===== config.mk =====
export PLATFORM = sky130hd
export DESIGN_NAME = series_job_dispatcher
export DESIGN_NICKNAME = d
export VERILOG_FILES = /design/src/rtl/series_pkg.sv /design/src/rtl/sync_fifo.sv /design/src/rtl/series_job_dispatcher.sv
export SDC_FILE = /design/constraint.sdc
export NUM_CORES = 1
export LEC_CHECK = 0
export BUFFER_PORTS_ARGS = -buffer_cell sky130_fd_sc_hd__buf_2
export CAP_MARGIN = 25
export CORE_UTILIZATION = 53
export CTS_CLUSTER_DIAMETER = 80
export DETAILED_ROUTE_END_ITERATION = 10
export GPL_ROUTABILITY_DRIVEN = 0
export PLACE_DENSITY = 0.73
export SETUP_SLACK_MARGIN = 0.1
export SLEW_MARGIN = 10
export SYNTH_ARGS = -nofsm -noshare
export SYNTH_HDL_FRONTEND = slang
export SYNTH_HIERARCHICAL = 1
export SYNTH_SLANG_ARGS = --single-unit

===== constraint.sdc =====
create_clock -name clk -period 2.1 [get_ports clk]
set_clock_uncertainty 0.15 [all_clocks]
set_input_delay 0.42 -clock clk [delete_from_list [all_inputs] [get_ports clk]]
set_output_delay 0.42 -clock clk [all_outputs]
set_load 0.03 [all_outputs]

===== src/rtl/series_pkg.sv =====
// Shared types and default widths for the series-engine job dispatcher.
package series_pkg;
  localparam int XW_DEF     = 8;
  localparam int YW_DEF     = 8;
  localparam int RW_DEF     = 17;
  localparam int JOBS_CNT_W = 8;

  typedef enum logic [1:0] {
    IDLE,
    LAUNCH,
    WAIT_ACK,
    WAIT_DONE
  } state_t;
endpackage


===== src/rtl/sync_fifo.sv =====
// Single-clock FIFO with registered count and registered full/non-empty flags.
module sync_fifo #(
  parameter int WIDTH = 8,
  parameter int DEPTH = 4
) (
  input  logic             clk,
  input  logic             rst,
  input  logic             push,
  input  logic [WIDTH-1:0] wdata,
  input  logic             pop,
  output logic [WIDTH-1:0] rdata,
  output logic             full,
  output logic             nonempty
);
  localparam int AW = (DEPTH > 1) ? $clog2(DEPTH) : 1;
  localparam int CW = $clog2(DEPTH + 1);

  logic [WIDTH-1:0] mem [DEPTH];
  logic [AW-1:0]    wptr;
  logic [AW-1:0]    rptr;
  logic [CW-1:0]    count;
  logic [CW-1:0]    count_nxt;
  logic             wr_en;
  logic             rd_en;

  assign wr_en = push && !full;
  assign rd_en = pop && nonempty;

  always_comb begin
    count_nxt = count;
    if (wr_en && !rd_en)
      count_nxt = count + CW'(1);
    else if (!wr_en && rd_en)
      count_nxt = count - CW'(1);
  end

  // Flags derive from the next count so they are registered, not decoded.
  always_ff @(posedge clk or negedge rst) begin
    if (!rst) begin
      wptr     <= '0;
      rptr     <= '0;
      count    <= '0;
      full     <= 1'b0;
      nonempty <= 1'b0;
    end else begin
      if (wr_en) wptr <= wptr + AW'(1);
      if (rd_en) rptr <= rptr + AW'(1);
      count    <= count_nxt;
      full     <= (count_nxt == CW'(DEPTH));
      nonempty <= (count_nxt != '0);
    end
  end

  always_ff @(posedge clk) begin
    if (wr_en) mem[wptr] <= wdata;
  end

  // Storage is not reset, so the head is masked to zero while empty.
  assign rdata = nonempty ? mem[rptr] : '0;
endmodule


===== src/rtl/series_job_dispatcher.sv =====
// Queues (x, y) jobs, launches the series engine one at a time and
// returns each signed engine result through a result queue.
module series_job_dispatcher
  import series_pkg::*;
#(
  parameter int DEPTH = 4,
  parameter int XW    = XW_DEF,
  parameter int YW    = YW_DEF,
  parameter int RW    = RW_DEF
) (
  input  logic                   clk,
  input  logic                   rst,
  input  logic                   job_valid,
  input  logic [XW-1:0]          job_x,
  input  logic [YW-1:0]          job_y,
  output logic                   job_ready,
  output logic                   res_valid,
  output logic signed [RW-1:0]   res_data,
  input  logic                   res_ready,
  output logic                   eng_start,
  output logic [XW-1:0]          eng_x,
  output logic [YW-1:0]          eng_y,
  input  logic                   eng_ready,
  input  logic signed [RW-1:0]   eng_result,
  output logic                   busy,
  output logic [JOBS_CNT_W-1:0]  jobs_done
);
  state_t           state;
  logic [XW+YW-1:0] job_head;
  logic [RW-1:0]    res_head;
  logic             job_full;
  logic             job_nonempty;
  logic             res_full;
  logic             res_nonempty;
  logic             launch_ok;
  logic             job_pop;
  logic             res_push;

  sync_fifo #(.WIDTH(XW + YW), .DEPTH(DEPTH)) u_job_q (
    .clk      (clk),
    .rst      (rst),
    .push     (job_valid),
    .wdata    ({job_x, job_y}),
    .pop      (job_pop),
    .rdata    (job_head),
    .full     (job_full),
    .nonempty (job_nonempty)
  );

  sync_fifo #(.WIDTH(RW), .DEPTH(DEPTH)) u_res_q (
    .clk      (clk),
    .rst      (rst),
    .push     (res_push),
    .wdata    (eng_result),
    .pop      (res_ready),
    .rdata    (res_head),
    .full     (res_full),
    .nonempty (res_nonempty)
  );

  assign job_ready = !job_full;
  assign res_valid = res_nonempty;
  assign res_data  = res_head;

  // At most one job is ever in flight and none is in flight in IDLE, so the
  // result-slot reservation reduces to the result queue not being full.
  assign launch_ok = job_nonempty && eng_ready && !res_full;
  assign job_pop   = (state == IDLE) && launch_ok;
  assign res_push  = (state == WAIT_DONE) && eng_ready;

  always_ff @(posedge clk or negedge rst) begin
    if (!rst) begin
      state     <= IDLE;
      eng_start <= 1'b0;
      eng_x     <= '0;
      eng_y     <= '0;
      busy      <= 1'b0;
      jobs_done <= '0;
    end else begin
      case (state)
        IDLE: begin
          if (launch_ok) begin
            state          <= LAUNCH;
            eng_start      <= 1'b1;
            {eng_x, eng_y} <= job_head;
            busy           <= 1'b1;
          end
        end
        LAUNCH: begin
          state     <= WAIT_ACK;
          eng_start <= 1'b0;
        end
        WAIT_ACK: begin
          if (!eng_ready) state <= WAIT_DONE;
        end
        WAIT_DONE: begin
          if (eng_ready) begin
            state     <= IDLE;
            busy      <= 1'b0;
            jobs_done <= jobs_done + JOBS_CNT_W'(1);
          end
        end
        default: state <= IDLE;
      endcase
    end
  end
endmodule


# Word-level counts from Yosys, hierarchy flattened
# Memories as Yosys holds them, arrays and structs flattened. A register that Yosys moved wholly into a read port is not among the register bits.
# Cells that the tools add are included.
word_totals:
  elab_cells: 79
  mem_bits_rw: 132
  regBits: 30
  memories: 2
  output_inout_bits: 45
  in_bits: 38
mem_list:
  columns: ["memory", "depth", "word_bits", "read_ports", "rd_ports_with_merged_regs", "write_ports", "line", "rtl"]
  rows:
  - ["u_res_q.mem", 4, 17, 1, 0, 1, "sync_fifo.sv:18", "logic [WIDTH-1:0] mem [DEPTH];"]
  - ["u_job_q.mem", 4, 16, 1, 1, 1, "sync_fifo.sv:18", null]
classes:
  n_reduce_logical: 29
  addsub: 9
  n_mux: 17
  n_eq_ne: 8
op_table:
  columns: ["cell", "n"]
  rows:
  - ["$mux W17", 1]
  - ["$logic_and A1 B1 Y1", 12]
  - ["$mux W3", 4]
  - ["$add A2 B1 Y2 const B", 4]
  - ["$add A8 B1 Y8 const B", 1]
  - ["$pmux W2 S4", 1]
  - ["$logic_not A1 Y1", 7]
  - ["$add A3 B1 Y3 const B", 2]
  - ["$eq A3 B3 Y1 const B", 2]
  - ["$mux W1", 6]
  - ["$mux W2", 3]
  - ["$ne A2 B2 Y1 const B", 3]
  - ["$reduce_and A2 Y1", 3]
  - ["$reduce_and A3 Y1", 2]
  - ["$reduce_bool A3 Y1", 2]
  - ["$sub A3 B1 Y3 const B", 2]
  - ["$eq A2 B2 Y1 const B", 2]
  - ["$pmux W1 S2", 2]
  - ["$reduce_bool A2 Y1", 2]
  - ["$eq A2 B1 Y1 const B", 1]
  - ["$logic_not A2 Y1", 1]

# Logic depth before layout (Yosys ltp)
# Gate-level depths: netlist of the first run.
depth:
  depth_word: 8
  mapped_depth: 9
  mapped_depth_nobuf: 7

# By module
# The synthesis of the first run kept the hierarchy.
modules_own_cells:
  columns: ["module", "area_per_inst_um2", "instances", "cells_per_inst", "seq_area_each_um2"]
  rows:
  - ["sync_fifo at u_res_q", 3186.8, 1, 162, 2267.2]
  - ["sync_fifo at u_job_q", 2994.1, 1, 154, 2147.1]
  - ["series_job_dispatcher", 1258.7, 1, 92, 700.7]

# Worst setup path before layout of the first run
# No wires, ideal clock.
synth_timing:
  path_kind: "reg-to-reg"
  startpoint: "register state[0]"
  endpoint: "register u_job_q.nonempty"
  n_path_buf: 2
  arrival_ns: 1.897
  setup_slack_ns: -0.075
  path_stages_with_launch: 10
  t_required_ns: 1.823
  period_less_slack_ns: 2.175
  setup_time_ns: 0.127
  path_cell_list: "dfrtp_1 > inv_1 > ha_1 > and3_4 > buf_6 > buf_12 > nand2_1 > xor2_1 > a221oi_1 > or2_2"
synth_via:
  elab_chain_len: 7
  word_cells_on_any_way: 9
  cone_classes: "2 x mux; 7 x reduce/logical"
synth_lines:
  columns: ["item", "line", "rtl"]
  rows:
  - ["from (decl)", "series_job_dispatcher.sv:28", "state_t state;"]
  - ["from (signal assigned)", "series_job_dispatcher.sv:73", "state <= IDLE;"]
  - ["from (signal assigned)", "series_job_dispatcher.sv:83", "state <= LAUNCH;"]
  - ["from (signal assigned)", "series_job_dispatcher.sv:90", "state <= WAIT_ACK;"]
  - ["$logic_not A2 Y1 *", "series_job_dispatcher.sv:68", "assign job_pop = (state == IDLE) && launch_ok;"]
  - ["$logic_and A1 B1 Y1 *", "series_job_dispatcher.sv:68", null]
  - ["via job_pop", "series_job_dispatcher.sv:36", "logic job_pop;"]
  - ["$logic_and A1 B1 Y1 *", "sync_fifo.sv:27", "assign rd_en = pop && nonempty;"]
  - ["$logic_and A1 B1 Y1 / $logic_not A1 Y1 (equally long branches)", "sync_fifo.sv:33, sync_fifo.sv:31", null]
  - ["$mux W3 / $logic_and A1 B1 Y1 (equally long branches)", "sync_fifo.sv:33, sync_fifo.sv:31", null]
  - ["$mux W3 *", "sync_fifo.sv:31", "if (wr_en && !rd_en)"]
  - ["$reduce_bool A3 Y1 *", "sync_fifo.sv:50", "nonempty <= (count_nxt != '0);"]
  - ["to (signal assigned)", "sync_fifo.sv:50", null]
  - ["to (decl)", "sync_fifo.sv:13", "output logic nonempty"]
# The timed path passes the listed nets; every way through them passes the cells marked *.
# A chain may end at the register's enable or synchronous reset.

# Final worst setup path of the first run
layout_timing:
  startpoint: "register u_res_q.rptr[0]"
  endpoint: "output res_data[9]"
layout_via:
  elab_chain_len: 2
layout_lines:
  columns: ["item", "line", "rtl"]
  rows:
  - ["from (decl)", "sync_fifo.sv:20", "logic [AW-1:0] rptr;"]
  - ["from (signal assigned)", "sync_fifo.sv:47", "if (rd_en) rptr <= rptr + AW'(1);"]
  - ["$mem_v2 Z4 W17", null, null]
  - ["$mux W17", "sync_fifo.sv:59", "assign rdata = nonempty ? mem[rptr] : '0;"]
  - ["to (decl)", "series_job_dispatcher.sv:18", "output logic signed [RW-1:0] res_data,"]
# No other way between the ends.

==> results.json, run 1 <==
{
  "synth_area_mm2": 0.00744,
  "clock-sinks": 178,
  "start_util_pct": 55.3,
  "crit_path_max_incr_delay_ps": 520,
  "violations": "negative setup slack",
  "min_period_over_period_pct": 119,
  "synth_cells": 408,
  "rows": 42,
  "drive_above_1_share_pct": 43.4,
  "min_path_type": "input pin to flop",
  "synth-compound-area-share_pct": 1.55,
  "dp_cells": 670,
  "final_core_util_pct": 67.5,
  "synth_top_family_by_area": "multiplexers",
  "synthAdderAreaFrac_pct": 3.03,
  "drt-initial-drc-count": 180,
  "ir_drop_uv": 913,
  "wl_per_cell_um": 18.1,
  "holdWs_ps": 56.3,
  "place_area_mm2": 0.00825,
  "grt-ovfl-total": 0,
  "drcViolationCount": 0,
  "rsz0062_at_grt": "yes",
  "cts-root-buf": "clkbuf_16",
  "path_cells": "buf_12 > buf_16 > mux4_2 > and2_4 > buf_6",
  "reg2reg_slack_ps": 120,
  "n_antenna_cell": 0,
  "cts-buffers-inserted": 17,
  "critPathBufInv": 3,
  "synth.area.top_cells": "edfxtp_1 (53%), dfrtp_1 (15%), mux4_1 (6.0%)",
  "first_global_vias": 4032,
  "synth_edf_count": 132,
  "ys.flop_type": "edfxtp_1",
  "p_leak_nw": 3.52,
  "start_kind": "flop",
  "syn_area_per_cell_um2": 18.2,
  "final_cell_mix": "edfxtp_1 (132), buf_2 (66), dfrtp_1 (45)",
  "setup_ws_ps": -393,
  "critical_path_required_ps": 1530,
  "dieArea_mm2": 0.0145,
  "maxSlewHeadroom_pct": 65.3,
  "io_buffers": 82,
  "die_w_um": 120,
  "worstSkewPairLatency_ps": 420,
  "setup_violations": 17,
  "cts_tree": "yes",
  "h-tree-depth": 4,
  "arrival_ps": 1920,
  "dp_hpwl_um": 7920,
  "max_freq_mhz": 401,
  "syn2layout_area_growth_pct": 22.0,
  "outcome": "complete, but fails checks",
  "drv_cap": 0,
  "report.final.slew_viol_count": 0,
  "final_common_cell": "edfxtp_1",
  "end_kind": "output pin",
  "cp_top_family": "multiplexers",
  "ios": 83,
  "setup_tns_ps": -5560,
  "ys_ff_latch": 178,
  "tightestPinTransition_ps": 520,
  "ant_nets": 0,
  "grt_pass1_wl_um": 20900,
  "routed_wl_um": 12900,
  "ys_seq_area_share_pct": 68.8,
  "yosysWarnings": 6,
  "worstPathMaxFanout": 8,
  "critPathSlowestCell": "mux4_2",
  "synthSimpleGateAreaFrac_pct": 7.64,
  "fp.dieH_um": 120,
  "instances_no_fill": 713,
  "async_flop_share_pct": 25.8,
  "ys_types": 45,
  "clock_path_buffers": 2,
  "layout.nets": 580,
  "grt_usage_pct": 19.6,
  "grt_max_degree": 47,
  "p_per_area_mw_per_mm2": 1480,
  "viasPerCell": 5.44,
  "clkTransAtPathRegs_ps": 70,
  "synthMuxAreaShare_pct": 14.3,
  "synthXorXnorAreaFrac_pct": 2.12,
  "criticalPathCategory": "flop to output pin",
  "yosys.area.top_type": "edfxtp_1",
  "postLayoutCellArea_mm2": 0.00908,
  "syn_nets": 464,
  "final_hold_viol_count": 0,
  "first_pass_iters": 4,
  "synth_top_area_share_pct": 53.3,
  "coreArea_mm2": 0.0135,
  "fin_crit_ps": 2490,
  "vias": 3877,
  "antenna_found_initial": 0
}
## per-stage QoR
stage               power, W  worst slack [ps]
floorplan            0.00846              44.0
global placement     0.00959              35.4
detailed placement   0.00975             -12.3
CTS                   0.0134              -411
global route          0.0141              -439
finish                0.0134              -393
## report_power, final
part           total, W  internal [W]  switching (W)
clock           0.00298       0.00157        0.00141
sequential      0.00497       0.00457       0.000398
combinational   0.00547       0.00275        0.00272
total            0.0134       0.00889        0.00452
## cell families after synthesis
logic type | after synthesis
DFF | 178
and+or+nand+nor | 94
muxes | 54
buffers and inverters | 28
AOI/OAI and AO/OA | 18
xor gates and xnor gates | 18
adders and majority gates | 18
## sequential cells by signal (all words and copies together), names as in the netlist
signal            flops
u_res_q/mem          68
u_job_q/mem          64
eng_x                 8
eng_y                 8
jobs_done             8
u_job_q/count         3
u_res_q/count         3
state                 2
u_job_q/rptr          2
u_job_q/wptr          2
u_res_q/rptr          2
u_res_q/wptr          2
busy                  1
eng_start             1
u_job_q/full          1
u_job_q/nonempty      1
u_res_q/full          1
u_res_q/nonempty      1
## cells in the mapped netlist, drive strengths merged (2+ instances only)
cell and number:
a21oi 4, xnor2 12, mux2 19, nand2 13, and3 2, or2 3
and2 44, dfrtp 46, inv 11, mux2i 2, buf 13, nor3 6
nor2 9, edfxtp 132, and2b 2, nor2b 2, xor2 6, o21ai 5
clkbuf 4, nand2b 2, a21boi 3, mux4 33, nand3 7, a21o 2
ha 18
## final cells by class
class / instances / area (um^2)
clock buffer: 17 / 425
fill: 940 / 4380
inverter: 11 / 41.3
clock inverter: 15 / 144
multi-input combinational: 202 / 2190
timing repair buffer: 114 / 936
tap: 176 / 220
sequential: 178 / 5120
## path summary, 6_finish.rpt
| path | from | endpoint | cells past startpoint |
|---|---|---|---|
| worst max register to register | state[1]$_DFFE_PN0P_ | u_res_q/full$_DFF_PN0_ | 6 |
| worst max-delay path | u_res_q/rptr[0]$_DFFE_PN0P_ | res_data[9] | 5 |
| max in group asynchronous | rst | u_res_q/rptr[0]$_DFFE_PN0P_ | 3 |
| worst min register to register | jobs_done[7]$_DFFE_PN0P_ | jobs_done[7]$_DFFE_PN0P_ | 1 |
| min in group asynchronous | rst | jobs_done[7]$_DFFE_PN0P_ | 3 |
| worst min-delay path | job_y[6] | u_job_q/mem[0][6]$_DFFE_PP_ | 1 |
## repair_timing
action | CTS | global route
gates resized for setup | 63 | 8
hold buffers | 1 | 0
gates cloned | 1 | 0
setup buffers | 4 | 5
endpoints found under the setup margin | 23 | 21
endpoints found under the hold margin | 46 | 0
pin swaps | 3 | 4
## layer usage
metal / vias to the layer above / track usage [%] / wire [um]
li1: 1770 / - / -
met2: 74 / 33.9 / 6990
met1: 2021 / 24.0 / 5380
met4: 0 / 7.79 / 133
met3: 12 / 4.34 / 415
met5: - / 0 / 0
Note: power is estimated with default switching activity, not from simulation.
==> inputs of run 2 (changes only) <==
Settings changed: CORE_UTILIZATION 53 to 33, PLACE_DENSITY 0.73 to 0.49.
==> results.json, run 2 (synthesized netlist as in run 1, its figures left out) <==
{
  "outcome": "complete, but fails checks",
  "violations": "design-rule violations, negative setup slack",
  "end_kind": "output pin",
  "swShare_pct": 33.9,
  "worstPathMaxFanout": 8,
  "die_w_um": 152,
  "final_hold_viol_count": 0,
  "clkTransAtPathRegs_ps": 80,
  "drive_above_1_share_pct": 43.4,
  "h-tree-depth": 4,
  "reg2reg_slack_ps": 150,
  "coreArea_mm2": 0.0220,
  "pwr-share-seq_pct": 36.4,
  "reg2reg_depth": 6,
  "setup_violations": 17,
  "vias": 3893,
  "top_regs": "u_res_q/mem x68, u_job_q/mem x64",
  "maxSlewHeadroom_pct": 64.9,
  "setup_ws_ps": -330,
  "max_freq_mhz": 411,
  "p_per_area_mw_per_mm2": 1470,
  "dp_hpwl_um": 8850,
  "hp-start": "job_x[4]",
  "grt_usage_pct": 13.1,
  "p_leak_nw": 3.56,
  "layout.nets": 585,
  "largest_reg_flops": 68,
  "start_util_pct": 33.9,
  "cts_tree": "yes",
  "reg2reg_to": "u_res_q/nonempty$_DFF_PN0_",
  "ir_drop_uv": 662,
  "place_area_mm2": 0.00840,
  "clock_path_buffers": 2,
  "nFillCells": 1926,
  "wl_per_cell_um": 17.1,
  "rows": 54,
  "min_period_over_period_pct": 116,
  "arrival_ps": 1860,
  "grt_pass1_wl_um": 22900,
  "rsz0062_at_grt": "yes",
  "io_buffers": 82,
  "tightestPinTransition_ps": 526,
  "multi_input_area_mm2": 0.00218,
  "first_pass_iters": 9,
  "final_common_cell": "edfxtp_1",
  "power.switching_w": 0.00462,
  "worstSkewPairLatency_ps": 420,
  "clock-sinks": 178,
  "hold_path_depth": 1,
  "min_path_type": "input pin to flop",
  "cts-root-buf": "clkbuf_16",
  "first_global_vias": 4165,
  "drv_cap": 0,
  "p_clk_share_pct": 22.8,
  "power_w": 0.0136,
  "viasPerCell": 4.73,
  "drcViolationCount": 10,
  "routed_wl_um": 14100,
  "critical_path_required_ps": 1530,
  "power.internal_w": 0.00900,
  "seqCellArea_mm2": 0.00512,
  "ios": 83,
  "grt-ovfl-total": 0,
  "report.final.slew_viol_count": 0,
  "start_kind": "flop",
  "final_cell_mix": "edfxtp_1 (132), buf_2 (65), dfrtp_1 (45)",
  "timing.rr.start": "state[0]$_DFFE_PN0P_",
  "pre_cts_slack_ps": 22.6,
  "syn2layout_area_growth_pct": 24.7,
  "fp.dieH_um": 152,
  "antenna_found_initial": 1,
  "postLayoutCellArea_mm2": 0.00928,
  "fin_crit_ps": 2430,
  "regMostFlops": "u_res_q/mem",
  "criticalPathCategory": "flop to output pin",
  "dieArea_mm2": 0.0231,
  "ant_nets": 0,
  "drt-initial-drc-count": 181,
  "cts-buffers-inserted": 17,
  "p_comb_share_pct": 40.8,
  "min_to": "u_job_q/mem[2][12]$_DFFE_PP_",
  "grt_max_degree": 29,
  "setup_tns_ps": -5330
}
==> run 2: repair_timing <==
action,in CTS,in global routing
gates cloned,1,0
pin swaps,0,3
buffers inserted,5,6
endpoints found under the hold margin,18,0
gates resized for setup,70,7
hold buffers,1,0
setup endpoints to repair,21,23
==> run 2: layout make-up <==
cell class                 count  area share (%)
inverter                      11           0.445
clock inverter                14            1.74
antenna                        1          0.0270
clock buffer                  18            4.63
tap                          280            3.78
timing repair buffer         119            10.7
sequential                   178            55.2
multi-input combinational    202            23.5
==> run 2: worst max-delay path by stage <==
stage / slack [ps] / endpoint / from / cells past startpoint
detailed placement: 20 / res_data[3] / u_res_q/rptr[0]$_DFFE_PN0P_ / 4
global placement: 30 / res_data[3] / u_res_q/rptr[0]$_DFFE_PN0P_ / 4
floorplan: 40 / u_job_q/nonempty$_DFF_PN0_ / state[1]$_DFFE_PN0P_ / 9
global route: -420 / res_data[16] / u_res_q/rptr[0]$_DFFE_PN0P_ / 5
CTS: -350 / res_data[13] / u_res_q/rptr[0]$_DFFE_PN0P_ / 5
finish: -330 / res_data[1] / u_res_q/rptr[0]$_DFFE_PN0P_ / 5
==> run 2: power groups by stage <==
stage | Combinational, W | Clock (W) | Sequential (W)
2_1_floorplan | 0.00310 | 0 | 0.00536
5_1_grt | 0.00601 | 0.00335 | 0.00504
3_3_place_gp | 0.00479 | 0 | 0.00499
6_report | 0.00555 | 0.00311 | 0.00496
3_5_place_dp | 0.00483 | 0 | 0.00503
4_1_cts | 0.00555 | 0.00320 | 0.00496
==> run 2: critical path, cell delays in order, from the launching register on <==
cell and delay [ps]:
dfrtp_2 400, buf_6 110, buf_12 120, mux4_2 500
and2_4 170, buf_6 130
==> run 2: metal layers <==
| metal | GRT usage, % | wire (um) |
|---|---|---|
| met3 | 3.38 | 554 |
| met1 | 16.2 | 6300 |
| met5 | 0 | 0 |
| met4 | 4.47 | 169 |
| met2 | 22.2 | 7090 |
==> run 2: stage by stage <==
| step | instances | util, % | hold WS (ps) |
|---|---|---|---|
| 3_5_place_dp | 777 | 38.3 | 267 |
| 4_1_cts | 816 | 41.9 | 29.3 |
| 3_3_place_gp | 777 | 38.3 | 261 |
| 5_1_grt | 822 | 42.2 | 35.5 |
| 2_1_floorplan | 408 | - | -25.6 |
| 6_report | 823 | 42.2 | 53.0 |
==> inputs of run 3 (changes only) <==
Clock period 2.1 ns to 2.05 ns, I/O delays scaled along.
==> results.json, run 3 (synthesized netlist as in run 1, its figures left out) <==
{
  "outcome": "complete, but fails checks",
  "io_buffers": 82,
  "regMostFlops": "u_res_q/mem",
  "power_w": 0.0141,
  "grt_max_degree": 47,
  "criticalPathCategory": "flop to output pin",
  "largest_reg_flops": 68,
  "final_cell_mix": "edfxtp_1 (132), buf_2 (65), dfrtp_1 (44)",
  "drv_cap": 0,
  "grt_usage_pct": 13.4,
  "wl_per_cell_um": 17.6,
  "seqCellArea_mm2": 0.00512,
  "grt-ovfl-total": 0,
  "syn2layout_area_growth_pct": 25.0,
  "first_pass_iters": 7,
  "setup_ws_ps": -354,
  "antenna_found_initial": 2,
  "crit_path_max_incr_delay_ps": 500,
  "rsz0062_at_grt": "yes",
  "first_global_vias": 4167,
  "final_common_cell": "edfxtp_1",
  "drcViolationCount": 10,
  "ir_drop_uv": 673,
  "instances_no_fill": 821,
  "dieArea_mm2": 0.0231,
  "fin_crit_ps": 2400,
  "crit_end": "res_data[9]",
  "critPathSlowestCell": "mux4_2",
  "reg2reg_to": "u_res_q/full$_DFF_PN0_",
  "dp_hpwl_um": 8940,
  "grt_pass1_wl_um": 23300,
  "layout.nets": 583,
  "path_cells": "clkbuf_16 > mux4_2 > and2_4 > buf_6",
  "p_per_area_mw_per_mm2": 1510,
  "start_util_pct": 33.9,
  "tightestPinTransition_ps": 331,
  "drt-initial-drc-count": 126,
  "reg2reg_depth": 6,
  "cts-buffers-inserted": 17,
  "final_hold_viol_count": 0,
  "violations": "design-rule violations, negative setup slack",
  "clock-sinks": 178,
  "cts-root-buf": "clkbuf_16",
  "start_kind": "flop",
  "nFillCells": 1937,
  "setup_tns_ps": -5440,
  "clkTransAtPathRegs_ps": 70,
  "h-tree-depth": 4,
  "rows": 54,
  "coreArea_mm2": 0.0220,
  "report.final.slew_viol_count": 0,
  "max_freq_mhz": 416,
  "ant_nets": 0,
  "worstSkewPairLatency_ps": 430,
  "clock_path_buffers": 2,
  "min_period_over_period_pct": 117,
  "top_regs": "u_res_q/mem x68, u_job_q/mem x64",
  "end_kind": "output pin",
  "critical_path_required_ps": 1490,
  "drive_above_1_share_pct": 44.6,
  "final_core_util_pct": 42.3,
  "dp_cells": 778,
  "setup_violations": 17,
  "cp-startpoint": "u_res_q/rptr[0]$_DFFE_PN0P_",
  "reg2reg_slack_ps": 60,
  "fp.dieH_um": 152,
  "maxSlewHeadroom_pct": 77.9,
  "min_path_type": "input pin to flop",
  "multi_input_area_mm2": 0.00222,
  "routed_wl_um": 14500,
  "viasPerCell": 4.69,
  "timing.rr.start": "state[0]$_DFFE_PN0P_",
  "ios": 83,
  "cts_tree": "yes",
  "p_leak_nw": 3.57,
  "worstPathMaxFanout": 7,
  "arrival_ps": 1840,
  "die_w_um": 152,
  "vias": 3853
}
[run 3: routing by layer]
layer / vias to the layer above / routed length (um) / GRT usage, % / part of all wire (%)
met2: 67 / 7440 / 23.3 / 51
met5: - / 14 / 0 / 0.097
met3: 16 / 584 / 3.84 / 4.0
met4: 2 / 201 / 4.66 / 1.4
met1: 1983 / 6220 / 15.9 / 43
li1: 1785 / - / - / -
[run 3: critical path: cells and delay by family (launching register included)]
family                 cells  cell delay, ps
buffers and inverters      2             310
flip-flops                 1             430
AND/OR/NAND/NOR            1             180
multiplexers               1             500
[run 3: area by class of cell]
type / instances / area share [%]
diodes: 1 / 0.0269
clock inverters: 14 / 1.84
repair buffers: 117 / 10.4
clock buffers: 18 / 4.62
multi-input cells: 202 / 23.8
well taps: 280 / 3.77
inverters: 11 / 0.444
flip-flops and latches: 178 / 55.0
[run 3: per-stage QoR]
| step | cell area, um^2 | hold slack [ps] | setup slack (ps) |
|---|---|---|---|
| finish | 9300 | 35.2 | -354 |
| global route | 9300 | 29.8 | -406 |
| CTS | 9240 | 20.1 | -390 |
| detailed placement | 8450 | 278 | -18.8 |
| global placement | 8450 | 274 | -2.00 |
| floorplan | 7490 | -35.6 | 37.5 |
[run 3: what timing repair did]
| action | in CTS | in global routing |
|---|---|---|
| setup endpoints to repair | 34 | 23 |
| buffers inserted | 4 | 4 |
| endpoints found under the hold margin | 46 | 0 |
| resized for setup | 66 | 7 |
| gates cloned | 1 | 0 |
| pin swaps | 5 | 2 |
| hold buffers | 1 | 0 |
[run 3: where the power goes]
part | internal [W] | switching (W)
sequential | 0.00468 | 0.000405
clock | 0.00184 | 0.00146
combinational | 0.00286 | 0.00283
[run 3: how the worst min path moves through the flow]
stage / from / end / slack (ps) / cells past startpoint
final: job_x[6] / u_job_q/mem[1][14]$_DFFE_PP_ / 40 / 1
after global routing: job_x[6] / u_job_q/mem[2][14]$_DFFE_PP_ / 30 / 1
after CTS: job_x[6] / u_job_q/mem[2][14]$_DFFE_PP_ / 20 / 1
after detailed placement: rst / jobs_done[6]$_DFFE_PN0P_ / 280 / 2
after global placement: rst / jobs_done[3]$_DFFE_PN0P_ / 270 / 2
after floorplan: rst / busy$_DFFE_PN0P_ / -40 / 0
